**src/rtl/spdif_encode.sv**
```systemverilog
// spdif_encode: S/PDIF (IEC 60958 consumer) biphase-mark transmitter with a one-entry sample buffer
//   clk            system clock, all logic on posedge
//   rst_n          asynchronous active-low reset
//   sample_left    24-bit left sample (two's complement)
//   sample_right   24-bit right sample (two's complement)
//   sample_valid   sample pair offered
//   sample_ready   buffer empty; transfer on sample_valid && sample_ready
//   spdif          registered BMC line output
//   underrun       one-cycle pulse when a frame starts with an empty buffer
// Optional feature: define SPDIF_ENCODE_CSTAT_EN to send the consumer channel-status block on C.
module spdif_encode #(
  parameter int CLK_IN_FREQ   = 38400000,
  parameter int HALF_BIT_FREQ = 6144000
) (
  input  logic        clk,
  input  logic        rst_n,
  input  logic [23:0] sample_left,
  input  logic [23:0] sample_right,
  input  logic        sample_valid,
  output logic        sample_ready,
  output logic        spdif,
  output logic        underrun
);
  localparam logic [27:0] CLK_F  = 28'(CLK_IN_FREQ);
  localparam logic [27:0] HALF_F = 28'(HALF_BIT_FREQ);
  logic [26:0] acc_q, acc_d;
  logic [27:0] acc_sum;
  logic        tick, frame_start, xfer, c_bit, data_bit;
  logic [6:0]  slot_q, slot_d;
  logic [7:0]  frame_q, frame_d;
  logic        full_q, full_d;
  logic [23:0] buf_l_q, buf_l_d, buf_r_q, buf_r_d, latch_r_q, latch_r_d;
  logic [27:0] pay_q, pay_d;
  logic        spdif_q, spdif_d, start_q, start_d;
  logic [23:0] audio;
  logic [7:0]  pre;
  logic [5:0]  h, h_data;
  logic [31:0] pay_ext;
  assign acc_sum      = {1'b0, acc_q} + HALF_F;
  assign tick         = acc_sum >= CLK_F;
  assign frame_start  = tick && slot_q == 7'd0;
  assign xfer         = sample_valid && !full_q;
  assign sample_ready = !full_q;
  assign spdif        = spdif_q;
  assign underrun     = frame_start && !full_q;
  assign h            = slot_q[5:0];
  // data half-bits start at 8; two half-bits per payload bit, LSB first
  assign h_data       = h - 6'd8;
  assign pay_ext      = {4'd0, pay_q};
  assign data_bit     = pay_ext[h_data[5:1]];
`ifdef SPDIF_ENCODE_CSTAT_EN
  localparam logic [191:0] CSTAT = (192'd1 << 2) | (192'd1 << 25);
  assign c_bit = CSTAT[frame_q];
`else
  assign c_bit = 1'b0;
`endif
  // left audio is taken straight from the buffer at frame start; right waits in the frame latch
  assign audio = slot_q[6] ? latch_r_q : (full_q ? buf_l_q : 24'd0);
  assign pre   = slot_q[6] ? 8'b11100100 : (frame_q == 8'd0 ? 8'b11101000 : 8'b11100010);
  always_comb begin
    acc_d     = tick ? 27'(acc_sum - CLK_F) : acc_sum[26:0];
    slot_d    = tick ? slot_q + 7'd1 : slot_q;
    frame_d   = (tick && slot_q == 7'd127) ? (frame_q == 8'd191 ? 8'd0 : frame_q + 8'd1) : frame_q;
    full_d    = xfer ? 1'b1 : (frame_start ? 1'b0 : full_q);
    buf_l_d   = xfer ? sample_left : buf_l_q;
    buf_r_d   = xfer ? sample_right : buf_r_q;
    latch_r_d = frame_start ? (full_q ? buf_r_q : 24'd0) : latch_r_q;
    pay_d     = (tick && h == 6'd0) ? {^{c_bit, audio}, c_bit, 2'b00, audio} : pay_q;
    start_d   = (tick && h == 6'd0) ? spdif_q : start_q;
    // preamble levels are relative to the level the subframe starts at
    spdif_d   = !tick ? spdif_q :
                h == 6'd0 ? ~spdif_q :
                h < 6'd8 ? pre[~h[2:0]] ^ start_q :
                !h[0] ? ~spdif_q : spdif_q ^ data_bit;
  end
  always_ff @(posedge clk or negedge rst_n) begin
    if (!rst_n) begin
      acc_q     <= '0;
      slot_q    <= '0;
      frame_q   <= '0;
      full_q    <= 1'b0;
      buf_l_q   <= '0;
      buf_r_q   <= '0;
      latch_r_q <= '0;
      pay_q     <= '0;
      spdif_q   <= 1'b0;
      start_q   <= 1'b0;
    end else begin
      acc_q     <= acc_d;
      slot_q    <= slot_d;
      frame_q   <= frame_d;
      full_q    <= full_d;
      buf_l_q   <= buf_l_d;
      buf_r_q   <= buf_r_d;
      latch_r_q <= latch_r_d;
      pay_q     <= pay_d;
      spdif_q   <= spdif_d;
      start_q   <= start_d;
    end
  end
endmodule

```
**config.mk**
```make
export PLATFORM = sky130hd
export DESIGN_NAME = spdif_encode
export DESIGN_NICKNAME = d
export VERILOG_FILES = /design/src/rtl/spdif_encode.sv
export SDC_FILE = /design/constraint.sdc
export NUM_CORES = 1
export LEC_CHECK = 0
export CAP_MARGIN = 20
export CORE_MARGIN = 2
export CORE_UTILIZATION = 50
export DETAILED_ROUTE_END_ITERATION = 6
export GPL_ROUTABILITY_DRIVEN = 1
export PLACE_DENSITY = 0.7
export SLEW_MARGIN = 10
export SYNTH_ARGS = -nofsm -noshare
export SYNTH_HDL_FRONTEND = slang
export SYNTH_SLANG_ARGS = --single-unit
```
**constraint.sdc**
```tcl
create_clock -name clk -period 4.5 [get_ports clk]
set_input_delay 1.35 -clock clk [delete_from_list [all_inputs] [get_ports clk]]
set_output_delay 1.35 -clock clk [all_outputs]
set_load 0.01 [all_outputs]
```
==> results.yml, run 1 <==
sta:
  slew_headroom: 0.367
  rsz0062_at_grt: "false"
  finalWorstSetupSlack_ps: 489
  worstMarginPinSlew_ps: 948
  finClkSkew_ps: 12.0
  setup_tns_ps: 0
  hold_viol: 0
  finalCriticalPeriod_ps: 4010
  hold_slack_ps: 501
  timing.final.crit_share: 0.891
  setup_viol: 0
  drv_slew: 0
  clock.fmax_mhz: 249
hold_path:
  min_path_type: "reg2reg"
logic_synthesis:
  postSynthAreaPerCell_um2: 11.6
  synth_fp_nets: 656
  synth_area_leaders: "dfrtp_1 (47%), mux2_2 (9.3%), xnor2_1 (8.7%), mux2i_1 (4.2%), mux2_4 (3.9%)"
  synth_edf_count: 0
  yosysWarnings: 0
  synth_area_mm2: 0.00692
  synth_top_area_cell: "dfrtp_1"
  synth.top_cell.area_share: 0.470
  syn_inst: 596
  postSynth.topFlopCell: "dfrtp_1"
  ys_ff_latch: 130
  ys_seq_area_frac: 0.470
  async_flop_share: 1.00
  synth_cell_types: 62
power:
  powerDensity_mw_per_mm2: 471
  p_total_mw: 3.90
  max-vdd-ir-drop_mv: 0.307
  leakage_nw: 3.58
clock_tree:
  cts_tree: "done"
  clk_pin_slew_ps: 60
  cts-htree-levels: 4
  cts_inserted_buffers: 17
  cts.sinks: 130
  clockBufferDepth: 2
  clockRootBuffer: "clkbuf_16"
  postCtsHoldBufs: 0
  clock_latency_ps: 420
route:
  totalWireLength_um: 14000
  first_pass_iters: 4
  drc_errors: 0
  via_count: 4583
  viasPerCell: 5.44
  drtAntennaViolNets: 0
  routedWlPerCell_um: 16.6
  drt_iter0_markers: 260
final_layout:
  fillers: 1134
  area_delta_synth_final_pct: 19.6
  final_cell_area_mm2: 0.00828
  drive_above_1_share: 0.219
  final_cell_count_no_fill: 843
  final_util: 0.604
  final_cell_mix: "dfrtp_1 (129), xnor2_1 (68), mux2_2 (57)"
  final_common_cell: "dfrtp_1"
  diodes: 0
  final_nets: 711
die:
  die_h_um: 122
  io_pins: 54
  die_w_um: 122
  start_util: 0.505
  row_count: 43
  core_mm2: 0.0137
  die_area_mm2: 0.0148
worst_setup_path:
  rrSetupSlack_ps: 1150
  reg2reg_from: "acc_q[14]$_DFF_PN0_"
  critical_path_class: "reg2out"
  cp-startpoint: "acc_q[14]$_DFF_PN0_"
  rr_endpoint: "pay_q[16]$_DFFE_PN0P_"
  r2r_cells: 10
  required_ps: 3150
  cp_max_fo: 7
  critPathArrivalTime_ps: 2660
  crit_path_end: "underrun"
  start_kind: "flip-flop"
  end_kind: "primary output"
grt:
  grt_pass1_wl_um: 23800
  grt-busiest-layer: "met2"
  use_met3: 0.0421
  antenna_found_initial: 0
  grt_overflow: 0
  grt_use_met2: 0.354
  grt_pass1_vias: 4790
  grtUsageTotal: 0.207
  use_met1: 0.263
  grt_max_degree: 67
placement:
  dp_hpwl_um: 9520
  place_area_mm2: 0.00762
  port_buffers: 53
  numPlacedInstances: 808
  dpl_worst_slack_ps: 298
  routabilityCongestion: 0.903
run_status:
  run_status: "completed"
flow_run:
  maxCapViolCount: 0
[where the power goes]
| group | switching (mW) | total, mW | internal [mW] |
|---|---|---|---|
| Clock | 0.516 | 1.42 | 0.899 |
| Combinational | 0.385 | 0.958 | 0.573 |
| Sequential | 0.158 | 1.52 | 1.37 |
[what timing repair did]
action,4_1_cts,5_1_grt
pin swaps,1,2
setup buffers,1,3
cloned,0,0
endpoints found under the setup margin,1,1
resized for setup,5,1
[layer usage]
layer	wire length, um	vias to the layer above
li1	-	2198
met5	0	-
met2	7040	94
met4	314	0
met3	430	22
met1	6210	2269
[critical path, stage by stage, from the launching register on]
cell and delay (ps):
dfrtp_2 450, inv_1 140, ha_1 240, nand2b_2 140, a311oi_1 290, nor3b_1 110
o22ai_2 300, a311oi_4 140, nor4_1 250, dlymetal6s2s_1 190
[final cells by class]
cell class | instances | area (um^2) | share of cell area
Clock inverter | 12 | 158 | 0.0190
Multi-Input combinational cell | 398 | 3410 | 0.411
Timing Repair Buffer | 67 | 648 | 0.0782
Inverter | 37 | 139 | 0.0168
Sequential cell | 130 | 3250 | 0.393
Clock buffer | 19 | 453 | 0.0547
Tap cell | 180 | 225 | 0.0272
[cell families after synthesis]
logic type,count (synthesis),synth area share
adders and majority gates,9,0.0163
DFF,130,0.470
and+or+nand+nor,124,0.0905
muxes,109,0.190
buffers and inverters,68,0.0421
xor gates and xnor gates,78,0.101
AOI/OAI and AO/OA,78,0.0907
[worst min path at each step]
stage / from / endpoint / cells past startpoint / slack [ps]
after detailed placement: acc_q[13]$_DFFE_PN0P_ / acc_q[13]$_DFFE_PN0P_ / 2 / 490
after global routing: buf_r_q[1]$_DFFE_PN0P_ / buf_r_q[1]$_DFFE_PN0P_ / 1 / 520
final: acc_q[13]$_DFFE_PN0P_ / acc_q[13]$_DFFE_PN0P_ / 2 / 500
after CTS: acc_q[13]$_DFFE_PN0P_ / acc_q[13]$_DFFE_PN0P_ / 2 / 500
after global placement: acc_q[13]$_DFFE_PN0P_ / acc_q[13]$_DFFE_PN0P_ / 2 / 490
after floorplan: acc_q[13]$_DFFE_PN0P_ / acc_q[13]$_DFFE_PN0P_ / 2 / 470
[flip-flops by register name, indices dropped and copies added, names as in the netlist]
signal / cells
spdif: 1
pay_q: 25
start_q: 1
frame_q: 8
acc_q: 15
buf_l_q: 24
full_q: 1
latch_r_q: 24
buf_r_q: 24
slot_q: 7
[synth_stat cells (4+ instances only)]
master and n:
nand4_1 6, nand2_1 50, nor2b_1 5, dfrtp_1 130, nand3_1 11, clkbuf_1 18
o21ai_0 10, or3_1 4, xnor2_1 69, mux2_4 18, mux2i_1 29, mux4_2 5
nor2_1 18, buf_1 4, buf_6 4, nor3_1 9, buf_2 5, inv_1 37
xor2_1 8, mux2_2 57, o31ai_1 4, ha_1 9, a22o_1 22, a21oi_1 13
No activity file was read; power rests on OpenSTA's default activity.
==> run 2: changes to the inputs <==
Settings changed: ABC_AREA set to 1.
==> results.yml, run 2 <==
clock_tree:
  clk_pin_slew_ps: 60
  clock_latency_ps: 420
  clockBufferDepth: 2
  clockRootBuffer: "clkbuf_16"
  cts_inserted_buffers: 17
  cts-htree-levels: 4
  cts.sinks: 130
  cts_tree: "done"
worst_setup_path:
  cpMostUsedCell: "nand2_2"
  slowest_stage: "clkdlybuf4s50_1"
  crit_buf_inv: 2
  cp_max_fo: 8
  rr_endpoint: "latch_r_q[2]$_DFFE_PN0P_"
  r2r_cells: 18
  critical_path_class: "reg2out"
  start_kind: "flip-flop"
  max_stage_delay_ps: 560
  end_kind: "primary output"
  required_ps: 3150
  critical_path.top_delay_family: "simple AND/OR/NAND/NOR gates"
  reg2reg_from: "acc_q[14]$_DFF_PN0_"
  worstPathCellList: "inv_2, ha_1, nand2_1, nand2_2, nand2_2, nand2_2, nand2_4, nand2_1, nand2_1, nand2_2, nor2_2, nand2_4, nand2_8, nand2_4, nor2_1, clkdlybuf4s50_1"
  critical_path_depth: 16
  rrSetupSlack_ps: 1760
  critPathArrivalTime_ps: 2920
logic_synthesis:
  syn_inst: 945
  postSynth.topFlopCell: "dfrtp_1"
  ys_seq_area_frac: 0.465
  synth_area_leaders: "dfrtp_1 (46%), nand2_1 (25%), inv_1 (4.2%), nand3_1 (3.8%), o21ai_0 (3.1%)"
  synth_cell_types: 36
  synth.most_common_cell: "nand2_1"
  postSynthAreaPerCell_um2: 7.41
  netlist_top_cells_count: "nand2_1 (458), dfrtp_1 (130), inv_1 (79)"
  async_flop_share: 1.00
  synth.top_cell.area_share: 0.465
  synth_fp_nets: 1005
  synth_area_mm2: 0.00700
  synthAdderAreaFrac: 0.0161
  synth_top_family_by_area: "simple AND/OR/NAND/NOR gates"
  synth_compound_area_frac: 0.0552
  synth_edf_count: 0
  muxShareOfSynthArea: 0
  ys_ff_latch: 130
  synth_top_area_cell: "dfrtp_1"
  yosysWarnings: 0
  synth-xor-area-share: 0.0438
  synthSimpleGateAreaFrac: 0.346
hold_path:
  min_path_type: "reg2reg"
  min-delay-start: "buf_r_q[6]$_DFFE_PN0P_"
  min_delay_worst_endpoint: "latch_r_q[6]$_DFFE_PN0P_"
  worstHoldPathCells: 2
final_layout:
  drive_above_1_share: 0.0823
  diodes: 0
  largest_register_ffs: 25
  final_cell_mix: "nand2_1 (458), dfrtp_1 (130), inv_1 (79)"
  area_delta_synth_final_pct: 18.1
  regMostFlops: "pay_q"
  final_nets: 1055
  fillers: 1298
  final_util: 0.600
  final_cell_count_no_fill: 1188
  final_common_cell: "nand2_1"
die:
  start_util: 0.508
  die_h_um: 122
  core_mm2: 0.0138
  row_count: 43
  die_w_um: 122
  die_area_mm2: 0.0150
  io_pins: 54
placement:
  dpl_worst_slack_ps: 507
  routabilityCongestion: 0.829
  numPlacedInstances: 1152
  port_buffers: 53
  dp_hpwl_um: 9790
grt:
  use_met3: 0.0428
  antenna_found_initial: 0
  grt-busiest-layer: "met2"
  grt_max_degree: 98
  grtUsageTotal: 0.209
  grt_use_met2: 0.341
  grt_pass1_wl_um: 24800
  grt_pass1_vias: 5454
  grt_overflow: 0
  use_met1: 0.278
sta:
  finalWorstSetupSlack_ps: 226
  rsz0062_at_grt: "false"
  worstMarginPinSlew_ps: 808
  finalCriticalPeriod_ps: 4270
  timing.final.crit_share: 0.950
  drv_slew: 0
  finClkSkew_ps: 5.65
  clock.fmax_mhz: 234
  setup_tns_ps: 0
  slew_headroom: 0.461
  hold_viol: 0
  setup_viol: 0
route:
  first_pass_iters: 5
  viasPerCell: 4.84
  totalWireLength_um: 14400
  drc_errors: 0
  drt_iter0_markers: 247
  routedWlPerCell_um: 12.1
  via_count: 5748
  drtAntennaViolNets: 0
run_status:
  run_status: "completed"
power:
  p_total_mw: 3.95
  powerDensity_mw_per_mm2: 478
  leakage_nw: 4.36
  max-vdd-ir-drop_mv: 0.315
flow_run:
  maxCapViolCount: 0
[run 2: logic make-up after synthesis]
kind of cell	count (synthesis)
simple gates	584
flops	130
buf+inv	117
compound gates	70
xor+xnor	35
fa+ha+maj	9
[run 2: final cells by class]
| type | count | area (um^2) | area share |
|---|---|---|---|
| Clock buffer | 17 | 425 | 0.0515 |
| Timing Repair Buffer | 62 | 608 | 0.0736 |
| Multi-Input combinational cell | 699 | 3250 | 0.393 |
| Inverter | 85 | 322 | 0.0389 |
| Sequential cell | 130 | 3250 | 0.394 |
| Tap cell | 180 | 225 | 0.0272 |
| Clock inverter | 15 | 184 | 0.0223 |
[run 2: per-layer routing]
| metal | share of wire | up-vias | wire length [um] |
|---|---|---|---|
| met1 | 0.48 | 2628 | 6980 |
| met3 | 0.030 | 17 | 431 |
| met4 | 0.015 | 0 | 214 |
| met5 | 0 | - | 0 |
| met2 | 0.47 | 88 | 6780 |
| li1 | - | 3015 | - |
[run 2: worst max path at each step]
stage	to	slack (ps)	startpoint
2_1_floorplan	underrun	1210	acc_q[14]$_DFF_PN0_
3_3_place_gp	underrun	610	acc_q[14]$_DFF_PN0_
3_5_place_dp	underrun	510	acc_q[14]$_DFF_PN0_
4_1_cts	underrun	50	acc_q[14]$_DFF_PN0_
5_1_grt	underrun	30	acc_q[14]$_DFF_PN0_
6_report	underrun	230	acc_q[14]$_DFF_PN0_
[run 2: report_power, final]
group          internal, mW  switching [mW]  total (mW)
clock                 0.876           0.526        1.40
combinational         0.383           0.585       0.968
sequential             1.44           0.145        1.58
total                  2.69            1.26        3.95
[run 2: timing repair]
action | 4_1_cts | 5_1_grt
gates resized for setup | 0 | 1
buffers inserted | 0 | 3
endpoints found under the setup margin | 0 | 1
hold buffers | 0 | 0
[run 2: worst min-delay path, stage by stage (launching register included)]
cell and delay (ps):
dfrtp_1 350, nand2_1 50, nand2_1 40
[run 2: stage by stage]
| stage | hold slack (ps) | instance area (um^2) |
|---|---|---|
| 2_1_floorplan | 442 | 7000 |
| 3_5_place_dp | 458 | 7610 |
| 3_3_place_gp | 450 | 7610 |
| 5_1_grt | 497 | 8270 |
| 6_report | 477 | 8270 |
| 4_1_cts | 477 | 8220 |
